==> src/rtl/gtwiz_drp_rmw_switch_mc.sv <==
// Round-robin DRP read-modify-write of one masked field across NUM_CH transceiver channels.
// Writes are skipped when the field already matches; a stuck drprdy aborts with a per-channel error flag.
module gtwiz_drp_rmw_switch_mc #(
  parameter int                    NUM_CH          = 4,
  parameter int                    DRP_ADDR_W      = 10,
  parameter int                    DRP_DATA_W      = 16,
  parameter logic [DRP_ADDR_W-1:0] RMW_ADDR        = 10'h08A,
  parameter logic [DRP_DATA_W-1:0] RMW_MASK        = 16'h4000,
  parameter bit                    MODE_ACTIVE_LOW = 1'b1,
  parameter int                    TIMEOUT_CYC     = 1023
) (
  input  logic                         freerun_clk_in,
  input  logic                         gtwiz_drp_reset_in,
  input  logic [NUM_CH-1:0]            drp_reconfig_rdy_in,
  input  logic [NUM_CH-1:0]            mode_in,
  output logic [NUM_CH-1:0]            drp_reconfig_done_out,
  output logic [NUM_CH-1:0]            drp_err_out,
  output logic [NUM_CH-1:0]            drpen_out,
  output logic [NUM_CH-1:0]            drpwe_out,
  output logic [DRP_ADDR_W-1:0]        drpaddr_out,
  output logic [DRP_DATA_W-1:0]        drpdi_out,
  input  logic [NUM_CH-1:0]            drprdy_in,
  input  logic [NUM_CH*DRP_DATA_W-1:0] drpdo_in,
  output logic                         busy_out
);

  localparam int CH_W  = (NUM_CH > 1) ? $clog2(NUM_CH) : 1;
  localparam int CNT_W = $clog2(TIMEOUT_CYC + 1);
  localparam logic [CNT_W-1:0] CNT_LAST = CNT_W'(TIMEOUT_CYC - 1);

  typedef enum logic [2:0] {
    IDLE, START_RD, WAIT_RD, CHK, START_WR, WAIT_WR, FINISH
  } state_t;

  state_t                state_q, state_d;
  logic [CH_W-1:0]       ch_sel_q, ch_sel_d;
  logic                  mode_sel_q, mode_sel_d;
  logic [CH_W-1:0]       rr_ptr_q, rr_ptr_d;
  logic [CNT_W-1:0]      cnt_q, cnt_d;
  logic [DRP_DATA_W-1:0] data_q, data_d;
  logic                  tmo_q, tmo_d;
  logic [NUM_CH-1:0]     done_q, done_d;
  logic [NUM_CH-1:0]     err_q, err_d;
  logic [NUM_CH-1:0]     drpen_q, drpen_d;
  logic [NUM_CH-1:0]     drpwe_q, drpwe_d;
  logic [DRP_ADDR_W-1:0] drpaddr_q, drpaddr_d;
  logic [DRP_DATA_W-1:0] drpdi_q, drpdi_d;
  logic                  busy_q, busy_d;

  logic [NUM_CH-1:0]     elig;
  logic                  found;
  logic [CH_W-1:0]       grant_idx;
  logic [DRP_DATA_W-1:0] target;
  logic [DRP_DATA_W-1:0] rd_slice;
  logic [NUM_CH-1:0]     sel_oh;
  logic                  strobe_st;

  assign elig     = drp_reconfig_rdy_in & ~done_q;
  assign target   = (mode_sel_q ^ MODE_ACTIVE_LOW) ? RMW_MASK : '0;
  assign rd_slice = drpdo_in[int'(ch_sel_q)*DRP_DATA_W +: DRP_DATA_W];

  // First eligible channel at or after rr_ptr, wrapping.
  always_comb begin
    int idx;
    found     = 1'b0;
    grant_idx = '0;
    idx       = 0;
    for (int i = 0; i < NUM_CH; i++) begin
      idx = int'(rr_ptr_q) + i;
      if (idx >= NUM_CH) idx = idx - NUM_CH;
      if (!found && elig[idx]) begin
        found     = 1'b1;
        grant_idx = CH_W'(idx);
      end
    end
  end

  always_comb begin
    state_d    = state_q;
    ch_sel_d   = ch_sel_q;
    mode_sel_d = mode_sel_q;
    rr_ptr_d   = rr_ptr_q;
    cnt_d      = cnt_q;
    data_d     = data_q;
    tmo_d      = tmo_q;
    // Completion flags clear as soon as the requester drops its level.
    done_d     = done_q & drp_reconfig_rdy_in;
    err_d      = err_q & drp_reconfig_rdy_in;

    case (state_q)
      IDLE: begin
        if (found) begin
          ch_sel_d   = grant_idx;
          mode_sel_d = mode_in[grant_idx];
          tmo_d      = 1'b0;
          state_d    = START_RD;
        end
      end
      START_RD: begin
        cnt_d   = '0;
        state_d = WAIT_RD;
      end
      WAIT_RD: begin
        if (drprdy_in[ch_sel_q]) begin
          data_d  = rd_slice;
          state_d = CHK;
        end else if (cnt_q == CNT_LAST) begin
          tmo_d   = 1'b1;
          state_d = FINISH;
        end else begin
          cnt_d = cnt_q + 1'b1;
        end
      end
      CHK: begin
        if ((data_q & RMW_MASK) == target) begin
          state_d = FINISH;
        end else begin
          data_d  = (data_q & ~RMW_MASK) | target;
          state_d = START_WR;
        end
      end
      START_WR: begin
        cnt_d   = '0;
        state_d = WAIT_WR;
      end
      WAIT_WR: begin
        if (drprdy_in[ch_sel_q]) begin
          state_d = FINISH;
        end else if (cnt_q == CNT_LAST) begin
          tmo_d   = 1'b1;
          state_d = FINISH;
        end else begin
          cnt_d = cnt_q + 1'b1;
        end
      end
      FINISH: begin
        done_d[ch_sel_q] = 1'b1;
        err_d[ch_sel_q]  = tmo_q;
        rr_ptr_d         = (int'(ch_sel_q) == NUM_CH - 1) ? '0 : ch_sel_q + 1'b1;
        state_d          = IDLE;
      end
      default: state_d = IDLE;
    endcase

    // DRP outputs are registered off the next state so they line up with it.
    sel_oh           = '0;
    sel_oh[ch_sel_d] = 1'b1;
    strobe_st        = (state_d == START_RD) || (state_d == START_WR);
    drpen_d          = strobe_st ? sel_oh : '0;
    drpwe_d          = (state_d == START_WR) ? sel_oh : '0;
    drpaddr_d        = strobe_st ? RMW_ADDR : '0;
    drpdi_d          = (state_d == START_WR) ? data_d : '0;
    busy_d           = (state_d != IDLE);
  end

  always_ff @(posedge freerun_clk_in or posedge gtwiz_drp_reset_in) begin
    if (gtwiz_drp_reset_in) begin
      state_q    <= IDLE;
      ch_sel_q   <= '0;
      mode_sel_q <= 1'b0;
      rr_ptr_q   <= '0;
      cnt_q      <= '0;
      data_q     <= '0;
      tmo_q      <= 1'b0;
      done_q     <= '0;
      err_q      <= '0;
      drpen_q    <= '0;
      drpwe_q    <= '0;
      drpaddr_q  <= '0;
      drpdi_q    <= '0;
      busy_q     <= 1'b0;
    end else begin
      state_q    <= state_d;
      ch_sel_q   <= ch_sel_d;
      mode_sel_q <= mode_sel_d;
      rr_ptr_q   <= rr_ptr_d;
      cnt_q      <= cnt_d;
      data_q     <= data_d;
      tmo_q      <= tmo_d;
      done_q     <= done_d;
      err_q      <= err_d;
      drpen_q    <= drpen_d;
      drpwe_q    <= drpwe_d;
      drpaddr_q  <= drpaddr_d;
      drpdi_q    <= drpdi_d;
      busy_q     <= busy_d;
    end
  end

  assign drp_reconfig_done_out = done_q;
  assign drp_err_out           = err_q;
  assign drpen_out             = drpen_q;
  assign drpwe_out             = drpwe_q;
  assign drpaddr_out           = drpaddr_q;
  assign drpdi_out             = drpdi_q;
  assign busy_out              = busy_q;

endmodule
==> config.mk <==
export PLATFORM = sky130hd
export DESIGN_NAME = gtwiz_drp_rmw_switch_mc
export DESIGN_NICKNAME = d
export VERILOG_FILES = /design/src/rtl/gtwiz_drp_rmw_switch_mc.sv
export SDC_FILE = /design/constraint.sdc
export NUM_CORES = 1
export LEC_CHECK = 0
export BUFFER_PORTS_ARGS = -buffer_cell sky130_fd_sc_hd__buf_2
export CAP_MARGIN = 20
export CORE_ASPECT_RATIO = 0.7
export CORE_MARGIN = 5
export CORE_UTILIZATION = 50
export DETAILED_ROUTE_END_ITERATION = 16
export GPL_TIMING_DRIVEN = 1
export PLACE_DENSITY = 0.85
export SLEW_MARGIN = 5
export SYNTH_ARGS = -nofsm -noshare
export SYNTH_HDL_FRONTEND = slang
export SYNTH_SLANG_ARGS = --single-unit
==> constraint.sdc <==
create_clock -name freerun_clk_in -period 3.35 [get_ports freerun_clk_in]
set_clock_uncertainty 0.05 [all_clocks]
set_input_delay 0.67 -clock freerun_clk_in [delete_from_list [all_inputs] [get_ports freerun_clk_in]]
set_output_delay 0.67 -clock freerun_clk_in [all_outputs]
set_load 0.01 [all_outputs]
==> out/qor.yml, run 1 <==
switching_share_pct: 38.5
cp-end-kind: "flop"
arrival_ps: 2640
crit_chain: "nor3b_2 > nand2_1 > mux2_2 > and3_1"
num_io_pins: 121
hold_viol_final: 0
slew_violations: 0
switchingPower_mw: 1.35
grt_pass1_vias: 2882
slew_headroom_pct: 45.8
crit_path_start_kind: "flop"
start_util_pct: 52.0
r2r-end: "drpdi_out[2]"
critical_path_required_ps: 3530
firstDrtPassIters: 4
critPathMaxStageDelay_ps: 620
core_area_mm2: 0.00682
placed_cells: 506
ant_nets: 0
fin_nets: 509
drive_above_1_share_pct: 42.1
place_congestion: 0.906
numPortBuffers: 113
layout.cells.non_filler: 522
internal_power_mw: 2.15
clock_latency_ps: 350
status: "finished clean"
synth-main-ff-cell: "dfrtp_1"
cts_tree: "done"
final-setup-viol-count: 0
synth_edf_count: 0
path_class: "flop to flop"
grt_overflow: 0
numCtsBuffers: 9
grt_max_degree: 40
antenna_found_initial: 0
critPathSlowestCell: "dfrtp_1"
fin_crit_ps: 2460
die-area_mm2: 0.00891
hp-class: "input port to async pin"
routed_via_density: 5.40
fin_tns_setup_ps: 0
ys_ff_latch: 69
post-route-period-util_pct: 73.5
die_height_um: 80.5
irDropWorstVdd_mv: 0.408
h-tree-depth: 3
rsz0062_at_grt: "false"
cts_root_buffer: "clkbuf_8"
cts.reportedPaths.clkPinSlew_ps: 70
post-cts-setup-buffers: 0
ctsHoldBuffers: 0
cts.sinks: 69
r2r-start: "state_q[1]"
layout_commonest_cell: "buf_2"
synth_cell_types: 52
final_cell_mix: "buf_2 (113), dfrtp_1 (69), nand2_1 (27)"
cap_violations: 0
ff2ff_path_depth: 4
p_total_mw: 3.50
synthCells: 308
critPathMaxFanout: 17
utilization_pct: 64.1
comb_power_share_pct: 45.3
cts-resized-gates: 0
rows: 25
synth.cell_area_mm2: 0.00355
reg2reg_setup_slack_ps: 890
areaGrowthSynthToFinish_pct: 23.3
drcViolationCount: 0
dieWidth_um: 111
synth_warnings: 0
hpwlAfterDp_mm: 6.55
fill_cells: 585
syn_avg_cell_area_um2: 11.5
via_count: 2817
antennaDiodeCount: 0
postRouteWirelength_mm: 8.71
track_usage_pct: 20.4
p_leak_nw: 2.27
wl_per_cell_um: 16.7
powerDensity_mw_per_mm2: 801
grt_pass1_wl_mm: 14.2
p_clk_share_pct: 19.0
worst_pin_slew_ps: 812
drtIter0Drc: 169
worst_hold_slack_ps: 425
async_flop_share_pct: 100
ys_seq_area_share_pct: 48.7
max_freq_mhz: 406
clockBufferDepth: 2
seq_power_share_pct: 35.8
state kept, by name, indices dropped and copies added, names as in the netlist, 2 cells and up:
register               count
ch_sel_q                   2
cnt_q                     10
data_q                    16
drp_err_out                4
drp_reconfig_done_out      4
drpdi_out                 16
drpen_out                  4
drpwe_out                  4
rr_ptr_q                   2
state_q                    3
through the flow:
| step | instance area, um^2 | setup slack [ps] |
|---|---|---|
| floorplan | 3570 | 889 |
| global placement | 4180 | 648 |
| detailed placement | 4180 | 635 |
| CTS | 4370 | 879 |
| global route | 4370 | 643 |
| finish | 4370 | 888 |
logic make-up (layout without fill, tap and decap cells):
family	count (synthesis)	in the layout	share of synthesized area, %
AOI/OAI and AO/OA	45	45	9.67
xor gates and xnor gates	5	5	1.23
adders and majority gates	8	8	2.82
buffers and inverters	35	149	4.80
DFF	69	69	48.7
muxes	35	35	16.5
other	1	7	0.106
and+or+nand+nor	110	110	16.2
power groups by stage:
stage               combinational [mW]  sequential, mW  clock [mW]
floorplan                         1.15            1.24           0
global placement                  1.53            1.26           0
detailed placement                1.59            1.26           0
CTS                               1.59            1.25       0.680
global route                      1.75            1.29       0.710
finish                            1.59            1.25       0.664
Yosys cell counts (all sizes together) (3+ instances only):
cell | number | share of area [%]
or2 | 3 | 0.53
dfrtp | 69 | 49
nor2 | 19 | 2.0
nor3 | 7 | 0.99
clkbuf | 7 | 0.74
a211oi | 6 | 1.3
nand2b | 4 | 0.71
nand3 | 11 | 1.6
buf | 14 | 2.6
inv | 14 | 1.5
mux2 | 17 | 5.4
a21oi | 7 | 0.99
a221oi | 3 | 0.92
o21ai | 13 | 1.9
ha | 8 | 2.8
nand4 | 4 | 0.71
mux4 | 17 | 11
nand2 | 28 | 3.0
and3 | 19 | 3.4
nor2b | 5 | 0.88
xor2 | 3 | 0.74
how the worst max path moves through the flow:
stage | endpoint | slack, ps | depth (start not counted) | start
2_1_floorplan | busy_out | 890 | 1 | gtwiz_drp_reset_in
3_3_place_gp | drpdi_out[0] | 650 | 5 | drprdy_in[0]
3_5_place_dp | drpdi_out[4] | 630 | 5 | drprdy_in[0]
4_1_cts | drpdi_out[2] | 880 | 4 | state_q[1]
5_1_grt | drpdi_out[2] | 640 | 4 | state_q[1]
6_report | drpdi_out[2] | 890 | 4 | state_q[1]
final cells by class:
type | count | area (um^2) | area share (%)
clock buffers | 12 | 145 | 3.32
clock inverters | 4 | 47.5 | 1.09
inverters | 14 | 52.6 | 1.20
multi-input cells | 210 | 1670 | 38.3
flip-flops and latches | 69 | 1730 | 39.5
well taps | 94 | 118 | 2.69
repair buffers | 119 | 611 | 14.0
layer usage:
layer  vias up  routed length [um]  track usage, %
met5         -                   0               0
met4         0                  61            5.54
met3         7                 712            7.15
met2        97                4070            33.3
met1      1385                3860            26.0
li1       1328                   -               -
critical path, delay by kind of cell (launching register included):
family / cells / cell delay (ps)
muxes: 1 / 440
and+or+nand+nor: 3 / 1230
DFF: 1 / 620
(Power assumes the default switching activity.)
==> run 2, diff against run 1 <==
- CORE_UTILIZATION: 50 -> 46
- PLACE_DENSITY: 0.85 -> 0.82
- clock period: 3.35 -> 2.2 ns (I/O delays scaled with it)
==> out/qor.yml, run 2 (synthesis gave the netlist of run 1 again) <==
track_usage_pct: 21.0
multi_input_area_mm2: 0.00177
use_met2_pct: 33.4
grt_pass1_vias: 3270
die_height_um: 83.5
critPathLaunch: "ch_sel_q[0]"
critPathMaxStageDelay_ps: 630
h-tree-depth: 3
fin_tns_setup_ps: -1610
p_total_mw: 6.16
final-setup-viol-count: 28
violations: "negative setup slack"
rows: 26
ff2ff_path_depth: 7
fin_nets: 537
grt_use_met3_pct: 6.81
slew_violations: 0
finalWorstSetupSlack_ps: -109
cts.sinks: 69
core_area_mm2: 0.00742
antennaDiodeCount: 0
drive_above_1_share_pct: 49.0
cts.reportedPaths.clkPinSlew_ps: 80
clock_latency_ps: 360
placed_cells: 528
via_count: 3072
critPathSlowestCell: "mux4_2"
powerDensity_mw_per_mm2: 1290
cp_common_cell: "buf_6"
r2r-end: "drpdi_out[12]"
cts_root_buffer: "clkbuf_8"
final_cell_mix: "buf_2 (113), dfrtp_1 (69), nand2_1 (26)"
grt_max_degree: 29
numPortBuffers: 113
num_io_pins: 121
grt_overflow: 0
status: "finished with violations"
critical_path_required_ps: 2440
worst_pin_slew_ps: 800
utilization_pct: 64.3
hpwlAfterDp_mm: 7.02
numCtsBuffers: 9
layout.cells.non_filler: 553
place_congestion: 0.880
globalRouteMet1Util_pct: 27.3
hold_viol_final: 0
rsz0062_at_grt: "true"
hp-class: "input port to async pin"
crit_end: "drpdi_out[12]"
path_class: "flop to flop"
start_util_pct: 47.8
reg2reg_setup_slack_ps: -110
crit_chain: "mux4_2 > nor4b_4 > nor2_1 > o21ai_2 > buf_6 > buf_6 > and3_1"
drtIter0Drc: 206
max_freq_mhz: 433
post-route-period-util_pct: 105
cp-end-kind: "flop"
drcViolationCount: 0
r2r-start: "ch_sel_q[0]"
fill_cells: 581
layout_commonest_cell: "buf_2"
die-area_mm2: 0.00960
clockBufferDepth: 2
p_leak_nw: 2.46
ant_nets: 0
arrival_ps: 2550
wl_per_cell_um: 17.9
grt_pass1_wl_mm: 15.9
dieWidth_um: 115
antenna_found_initial: 0
place_ws_ps: -230
cts_tree: "done"
fin_crit_ps: 2310
areaGrowthSynthToFinish_pct: 34.5
routed_via_density: 5.56
gr-max-usage-layer: "met2"
critPathMaxFanout: 9
slew_headroom_pct: 46.5
cap_violations: 0
irDropWorstVdd_mv: 0.698
firstDrtPassIters: 4
crit_path_start_kind: "flop"
regArea_mm2: 0.00173
postRouteWirelength_mm: 9.89
==> run 2: cell types whose count changed in the layout (fill, tap and decap cells not counted), moves of 3 or more <==
| cell | change |
|---|---|
| nor3_1 | -4 |
| a211oi_1 | -4 |
| nor3_2 | +4 |
| o21ai_0 | -3 |
| a211oi_2 | +4 |
| buf_4 | +16 |
| buf_6 | +9 |
| o21ai_1 | +3 |
==> run 2: stage by stage <==
step	hold WS, ps	instance area (um^2)
global placement	426	4350
CTS	112	4640
global route	153	4770
finish	115	4770
floorplan	392	3570
detailed placement	433	4350
==> run 2: timing repair <==
action                     CTS  global route
resized for setup           10            25
setup endpoints to repair   22            34
pin swaps                    1             8
setup buffers                3             4
hold buffers                 0             0
gates cloned                 1             2
==> run 2: power breakdown <==
group / internal, mW / total [mW] / switching [mW] / leakage [nW]
Sequential: 1.66 / 1.87 / 0.205 / 0.907
Clock: 0.667 / 1.17 / 0.502 / 0.105
Combinational: 1.43 / 3.12 / 1.69 / 1.44
==> run 2: cell type report <==
type                            count  share of cell area [%]
Clock inverter                      5                    1.76
Sequential cell                    69                    36.2
Clock buffer                       10                    2.88
Tap cell                           98                    2.57
Multi-Input combinational cell    211                    37.2
Inverter                           14                    1.18
Timing Repair Buffer              146                    18.3
==> run 2: layer usage <==
metal,vias up,wire length (um)
met5,-,0
met4,0,137
met3,15,735
met2,144,4840
met1,1533,4180
li1,1380,-
==> run 2: worst min-delay path by stage <==
stage                            start           end  slack, ps
floorplan                     cnt_q[3]      cnt_q[3]        390
detailed placement           data_q[4]     data_q[4]        430
finish              gtwiz_drp_reset_in  drpdi_out[2]        120
CTS                 gtwiz_drp_reset_in  drpdi_out[6]        110
global route        gtwiz_drp_reset_in  drpdi_out[2]        150
global placement            data_q[11]    data_q[11]        430
==> run 2: worst max-delay path, delay by kind of cell, from the launching register on <==
kind,cells,cell delay (ps)
mux,1,630
simple gates,3,690
flops,1,380
compound gates,1,210
buf+inv,2,300
==> run 3, diff against run 2 <==
- CAP_MARGIN: 20 -> default
- SKIP_LAST_GASP: default -> 1
==> out/qor.yml, run 3 (synthesis gave the netlist of run 1 again) <==
crit_path_start_kind: "flop"
cts.sinks: 69
placed_cells: 528
worst_pin_slew_ps: 686
firstDrtPassIters: 5
start_util_pct: 47.8
fin_crit_ps: 2320
slew_violations: 0
irDropWorstVdd_mv: 0.807
drive_above_1_share_pct: 47.6
dieWidth_um: 115
postRouteWirelength_mm: 9.51
grt_pass1_wl_mm: 15.9
numCtsBuffers: 9
hp-class: "input port to async pin"
clock_latency_ps: 360
fin_nets: 534
die-area_mm2: 0.00960
ant_nets: 0
critical_path_required_ps: 2420
hold_viol_final: 0
num_io_pins: 121
drcViolationCount: 0
crit_chain: "mux4_2 > nor4b_4 > nor2_1 > o21ai_2 > nand2_2 > buf_4 > a211oi_2"
antenna_found_initial: 0
p_clk_share_pct: 19.7
final-setup-viol-count: 20
track_usage_pct: 21.0
critPathSlowestCell: "mux4_2"
numPortBuffers: 113
max_freq_mhz: 432
areaGrowthSynthToFinish_pct: 32.2
cts_root_buffer: "clkbuf_8"
violations: "negative setup slack"
drtIter0Drc: 189
rsz0062_at_grt: "true"
post-route-period-util_pct: 105
utilization_pct: 63.2
rows: 26
hpwlAfterDp_mm: 7.02
final_area_mm2: 0.00469
cp_num_buf_inv: 1
arrival_ps: 2540
cp-end-kind: "flop"
wl_per_cell_um: 17.3
layout.cells.non_filler: 550
die_height_um: 83.5
ctsHoldBuffers: 0
switching_share_pct: 38.3
comb_power_share_pct: 48.8
cp_top_family: "simple AND/OR/NAND/NOR gates"
routed_via_density: 5.46
place_congestion: 0.880
p_leak_nw: 2.44
seq_power_share_pct: 31.5
critPathMaxFanout: 6
cts.reportedPaths.clkPinSlew_ps: 80
h-tree-depth: 3
r2r-start: "ch_sel_q[0]"
fin_tns_setup_ps: -815
grt_max_degree: 29
status: "finished with violations"
core_area_mm2: 0.00742
path_class: "flop to flop"
dpl_cell_area_mm2: 0.00435
layout_commonest_cell: "buf_2"
antennaDiodeCount: 0
final_cell_mix: "buf_2 (113), dfrtp_1 (69), nand2_1 (27), buf_4 (27), and3_1 (19)"
clockBufferDepth: 2
critPathLaunch: "ch_sel_q[0]"
cts_tree: "done"
finalWorstSetupSlack_ps: -116
powerDensity_mw_per_mm2: 1260
cap_violations: 0
via_count: 3004
grt_pass1_vias: 3269
critPathMaxStageDelay_ps: 630
switchingPower_mw: 2.26
internal_power_mw: 3.64
grt_overflow: 0
slew_headroom_pct: 54.1
## run 3: changes by cell type in the layout (fill, tap and decap cells not counted), sizes merged
cell and change:
buf -3
## run 3: path summary, 6_finish.rpt
check / endpoint / slack, ps / cells past startpoint
worst max-delay path: drpen_out[2] / -120 / 7
worst min-delay path: cnt_q[6] / 110 / 2
worst max register to register: drpen_out[2] / -120 / 7
worst min register to register: data_q[3] / 450 / 1
max in group asynchronous: data_q[8] / 1360 / 3
min in group freerun_clk_in: drp_reconfig_done_out[2] / 260 / 3
## run 3: area by class of cell
cell class / count / area (um^2)
Timing Repair Buffer: 143 / 820
Fill cell: 588 / 2730
Sequential cell: 69 / 1730
Tap cell: 98 / 123
Clock inverter: 5 / 83.8
Inverter: 14 / 56.3
Multi-Input combinational cell: 211 / 1740
Clock buffer: 10 / 138
## run 3: power groups by stage
stage / clock [mW] / sequential, mW / combinational (mW)
after floorplan: 0 / 1.90 / 1.76
after global placement: 0 / 1.86 / 2.57
after detailed placement: 0 / 1.87 / 2.69
after CTS: 1.18 / 1.86 / 2.80
after global routing: 1.24 / 1.90 / 3.16
final: 1.16 / 1.86 / 2.88
## run 3: worst reg2reg max path: stages (launching register included)
cell and delay (ps):
dfrtp_1 370, mux4_2 630, nor4b_4 420, nor2_1 100, o21ai_2 200, nand2_2 150, buf_4 170, a211oi_2 160
## run 3: timing repair
item / CTS / global route
gates resized for setup: 8 / 10
gates cloned: 1 / 0
buffers inserted: 3 / 4
pin swaps: 1 / 7
endpoints found under the setup margin: 22 / 34
## run 3: metrics by stage
| step | setup WS [ps] | power [mW] | hold WS [ps] |
|---|---|---|---|
| after floorplan | -31.5 | 3.65 | 392 |
| after global placement | -115 | 4.43 | 426 |
| after detailed placement | -230 | 4.56 | 433 |
| after CTS | -43.6 | 5.84 | 112 |
| after global routing | -176 | 6.31 | 151 |
| final | -116 | 5.90 | 111 |
## run 3: metal layers
layer	up-vias	wire (um)	track usage [%]	share of wire [%]
met2	130	4670	33.4	49
li1	1374	-	-	-
met1	1484	4000	27.4	42
met4	0	165	6.29	1.7
met3	16	685	6.81	7.2
met5	-	0	0	0
